**config.mk**
```make
export PLATFORM = sky130hd
export DESIGN_NAME = vending_machine
export DESIGN_NICKNAME = d
export VERILOG_FILES = /design/src/rtl/vending_machine.sv
export SDC_FILE = /design/constraint.sdc
export NUM_CORES = 1
export LEC_CHECK = 0
export ABC_AREA = 1
export CORE_AREA = 2 2 39 41
export CTS_BUF_LIST = sky130_fd_sc_hd__clkbuf_8
export DETAILED_ROUTE_END_ITERATION = 16
export DIE_AREA = 0 0 41 43
export HOLD_SLACK_MARGIN = 0.1
export SLEW_MARGIN = 25
export SYNTH_ARGS = -nofsm -noshare
export SYNTH_HDL_FRONTEND = slang
export SYNTH_SLANG_ARGS = --single-unit
```
**constraint.sdc**
```tcl
create_clock -name clk -period 1.2 [get_ports clk]
set_input_delay 0.24 -clock clk [delete_from_list [all_inputs] [get_ports clk]]
set_output_delay 0.24 -clock clk [all_outputs]
set_load 0.005 [all_outputs]
```
**src/rtl/vending_machine.sv**
```systemverilog
// ---------------------------------------------------------------------------
// vending_machine
//   Single-product coin-operated vending controller. The price is fixed at
//   15 Rs. The controller accepts one coin per clock (5 Rs or 10 Rs) and
//   accumulates credit. When credit reaches the price it dispenses, and it
//   returns any excess as a change coin. An idle cycle while credit is held
//   refunds that credit.
//
// Ports
//   clk     : system clock; every state change happens on the rising edge
//   reset   : synchronous, active-high reset; discards credit without refund
//   inp     : coin code sampled each edge
//             00 = none, 01 = 5 Rs, 10 = 10 Rs, 11 = invalid (ignored)
//   out     : registered dispense pulse, high for one cycle per vend
//   change  : registered coin-return code
//             00 = none, 01 = 5 Rs, 10 = 10 Rs (11 is never driven)
// ---------------------------------------------------------------------------
module vending_machine (
  input  logic       clk,
  input  logic       reset,
  input  logic [1:0] inp,
  output logic       out,
  output logic [1:0] change
);

  localparam logic [1:0] COIN_NONE = 2'b00;
  localparam logic [1:0] COIN_5    = 2'b01;
  localparam logic [1:0] COIN_10   = 2'b10;
  localparam logic [1:0] COIN_BAD  = 2'b11;

  // The state is the credit currently held. Credit of 15 Rs or more is
  // never stored, because reaching the price vends in the same transition.
  typedef enum logic [1:0] {
    S0  = 2'b00,
    S5  = 2'b01,
    S10 = 2'b10
  } state_t;

  state_t state;

  always_ff @(posedge clk) begin
    if (reset) begin
      state  <= S0;
      out    <= 1'b0;
      change <= COIN_NONE;
    end else begin
      // Both outputs are pulses. They drop every cycle unless this
      // transition drives them.
      out    <= 1'b0;
      change <= COIN_NONE;
      case (state)
        S0: begin
          case (inp)
            COIN_NONE: state <= S0;
            COIN_5:    state <= S5;
            COIN_10:   state <= S10;
            COIN_BAD:  state <= S0;
            default:   state <= S0;
          endcase
        end
        S5: begin
          case (inp)
            COIN_NONE: begin
              // An idle cycle refunds the credit held.
              state  <= S0;
              change <= COIN_5;
            end
            COIN_5:    state <= S10;
            COIN_10: begin
              state <= S0;
              out   <= 1'b1;
            end
            COIN_BAD:  state <= S5;
            default:   state <= S0;
          endcase
        end
        S10: begin
          case (inp)
            COIN_NONE: begin
              state  <= S0;
              change <= COIN_10;
            end
            COIN_5: begin
              state <= S0;
              out   <= 1'b1;
            end
            COIN_10: begin
              // 20 Rs paid: vend and return 5 Rs in the same cycle.
              state  <= S0;
              out    <= 1'b1;
              change <= COIN_5;
            end
            COIN_BAD:  state <= S10;
            default:   state <= S0;
          endcase
        end
        // An unused encoding recovers to S0 with quiet outputs.
        default: state <= S0;
      endcase
    end
  end

endmodule

```
==> results <==
==> kinds of logic (layout without fill, tap and decap cells) <==
kind of cell,Yosys count,after routing,synth area share
AND/OR/NAND/NOR,15,15,0.182
buffers and inverters,6,18,0.0684
flip-flops,5,5,0.304
adder cells (fa/ha/maj),10,10,0.380
AO/OA/AOI/OAI,3,3,0.0646
==> worst max path at each step <==
stage | from | to | cells after the start
after floorplan | state[0] | state[1] | 6
after global placement | inp[1] | out | 5
after detailed placement | inp[1] | state[1] | 7
after CTS | inp[1] | state[1] | 7
after global routing | inp[0] | state[1] | 7
final | inp[0] | state[1] | 7
==> cell type report <==
class                   count  area (µm²)  share of cell area
flip-flops and latches      5         100               0.214
repair buffers              8        73.8               0.158
clock buffers               3        41.3              0.0882
well taps                  16        20.0              0.0428
inverters                   6        22.5              0.0481
clock inverters             1        3.75             0.00802
multi-input cells          28         206               0.441
==> state kept, by name, summed over array words and instances (netlist names) <==
register and flops:
change 2, out 1, state 2
==> layout by cell type, fill, tap and decap left out, drive strengths merged <==
master,instances
clkdlybuf4s50,2
dlymetal6s2s,1
nand3,1
a21oi,2
a21boi,1
nand2,12
clkbuf,3
dlygate4sd2,3
inv,7
dfxtp,5
nor2,2
buf,2
ha,10
==> synthesized netlist by cell type, drive strengths merged <==
cell | instances | share of area
a21boi | 1 | 0.034
ha | 10 | 0.38
nand2 | 12 | 0.14
nor2 | 2 | 0.030
dfxtp | 5 | 0.30
a21oi | 2 | 0.030
nand3 | 1 | 0.015
inv | 6 | 0.068
==> power groups by stage <==
| stage | Clock (mW) | Combinational [mW] | Sequential (mW) |
|---|---|---|---|
| after global placement | 0 | 0.0612 | 0.177 |
| after CTS | 0.307 | 0.0624 | 0.175 |
| after global routing | 0.314 | 0.0697 | 0.175 |
| final | 0.306 | 0.0615 | 0.175 |
| after floorplan | 0 | 0.0335 | 0.177 |
| after detailed placement | 0 | 0.0623 | 0.178 |
==> layer usage <==
metal / up-vias / GRT usage / wire [µm]
li1: 141 / - / -
met1: 110 / 0.0968 / 237
met2: 16 / 0.0781 / 215
met3: 4 / 0.0314 / 51
met4: 0 / 0.0600 / 27
met5: - / 0 / 0
==> timing repair <==
action | in CTS | in global routing
setup buffers | 0 | 0
endpoints found under the setup margin | 3 | 2
resized for setup | 3 | 1
hold buffers | 0 | 0
==> worst max-delay path, cell delays in order <==
cell             delay (ps)
clkdlybuf4s50_1         470
inv_1                    70
ha_1                    210
nand2_1                  70
nand3_1                  70
nand2_1                  60
inv_1                    30
==> flow_summary.ini <==
[clocking]
clkTransAtPathRegs_ps = 30
cts_root_buf = clkbuf_8
htree_num_levels = 1
clockBufferDepth = 2
clk_latency_ps = 220
clock_sinks = 5
cts-buffers-inserted = 3
cts_tree = done

[pwr]
seqPwrFrac = 0.323
vdd_drop_max_uv = 411
leakage_nw = 0.251
internal_power_mw = 0.422
clock_power_share = 0.564
p_sw_mw = 0.120
p_per_area_mw_per_mm2 = 1160
p_comb_frac = 0.113
swShare = 0.222
total_power_mw = 0.542

[synthesis]
syn_inst = 39
syn-num-nets = 53
ys_ff_latch = 5
syn_avg_cell_area_um2 = 8.44
synth_seq_area_share = 0.304
yosysWarnings = 0
syn_area_um2 = 329
synth_cell_types = 9

[layout]
layout-drive-gt1-share = 0.137
antennaDiodeCount = 0
final_area_um2 = 468
stdcell_count = 67
syn2layout_area_growth_pct = 42.2
final_util = 0.338
final_nets = 66
nFillCells = 149

[drt]
ant_nets = 0
firstDrtPassIters = 4
vias_per_cell = 4.04
drc = 0
totalWireLength_um = 532
wl_per_cell_um = 7.94
drt-initial-drc-count = 6
vias = 271

[timing]
tightest_slew_ps = 187
rsz0062_at_grt = false
skew_ps = 3.89
whs_ps = 556
setup_viol = 0
finalHoldViolCount = 0
final.min_clock_period_ps = 1110
period_share = 0.926
slew_headroom = 0.875
max_freq_ghz = 0.900
maxSlewViolCount = 0
setup_slack_ps = 89.2
fin_setup_tns_ps = 0

[setup_path]
arrival_ps = 1230
r2r_start = state[0]
critPathMaxFanout = 3
regToRegSetupSlack_ps = 190
critPathRequiredTime_ps = 1320
start_kind = primary input
r2r_cells = 6
r2r-end = state[1]
crit_type = primary input to flop
cp-end-kind = flop

[placed_design]
gp_congestion = 0.735
dp_cells = 63
hpwl_um = 420
port_buffers = 6
post_dp_cell_area_um2 = 424
place_ws_ps = -206

[global_routing]
grt-ovfl-total = 0
grt_pass1_wl_um = 814
grt_pass1_vias = 224
grtUsageTotal = 0.0704
antenna_found_initial = 0
grt_max_degree = 6

[run]
cap_violations = 0

[floorplan]
ioPinCount = 7
initial_core_util = 0.238
coreArea_mm2 = 0.00138
dieArea_mm2 = 0.00176
fp.dieH_um = 43
die_x_um = 41
rows = 14

[hold_path]
min_path_type = primary input to flop
hold_depth = 4
min_from = inp[1]
holdPathEnd = state[0]

[run_status]
status = completed
Note: power is estimated with default switching activity, not from simulation.
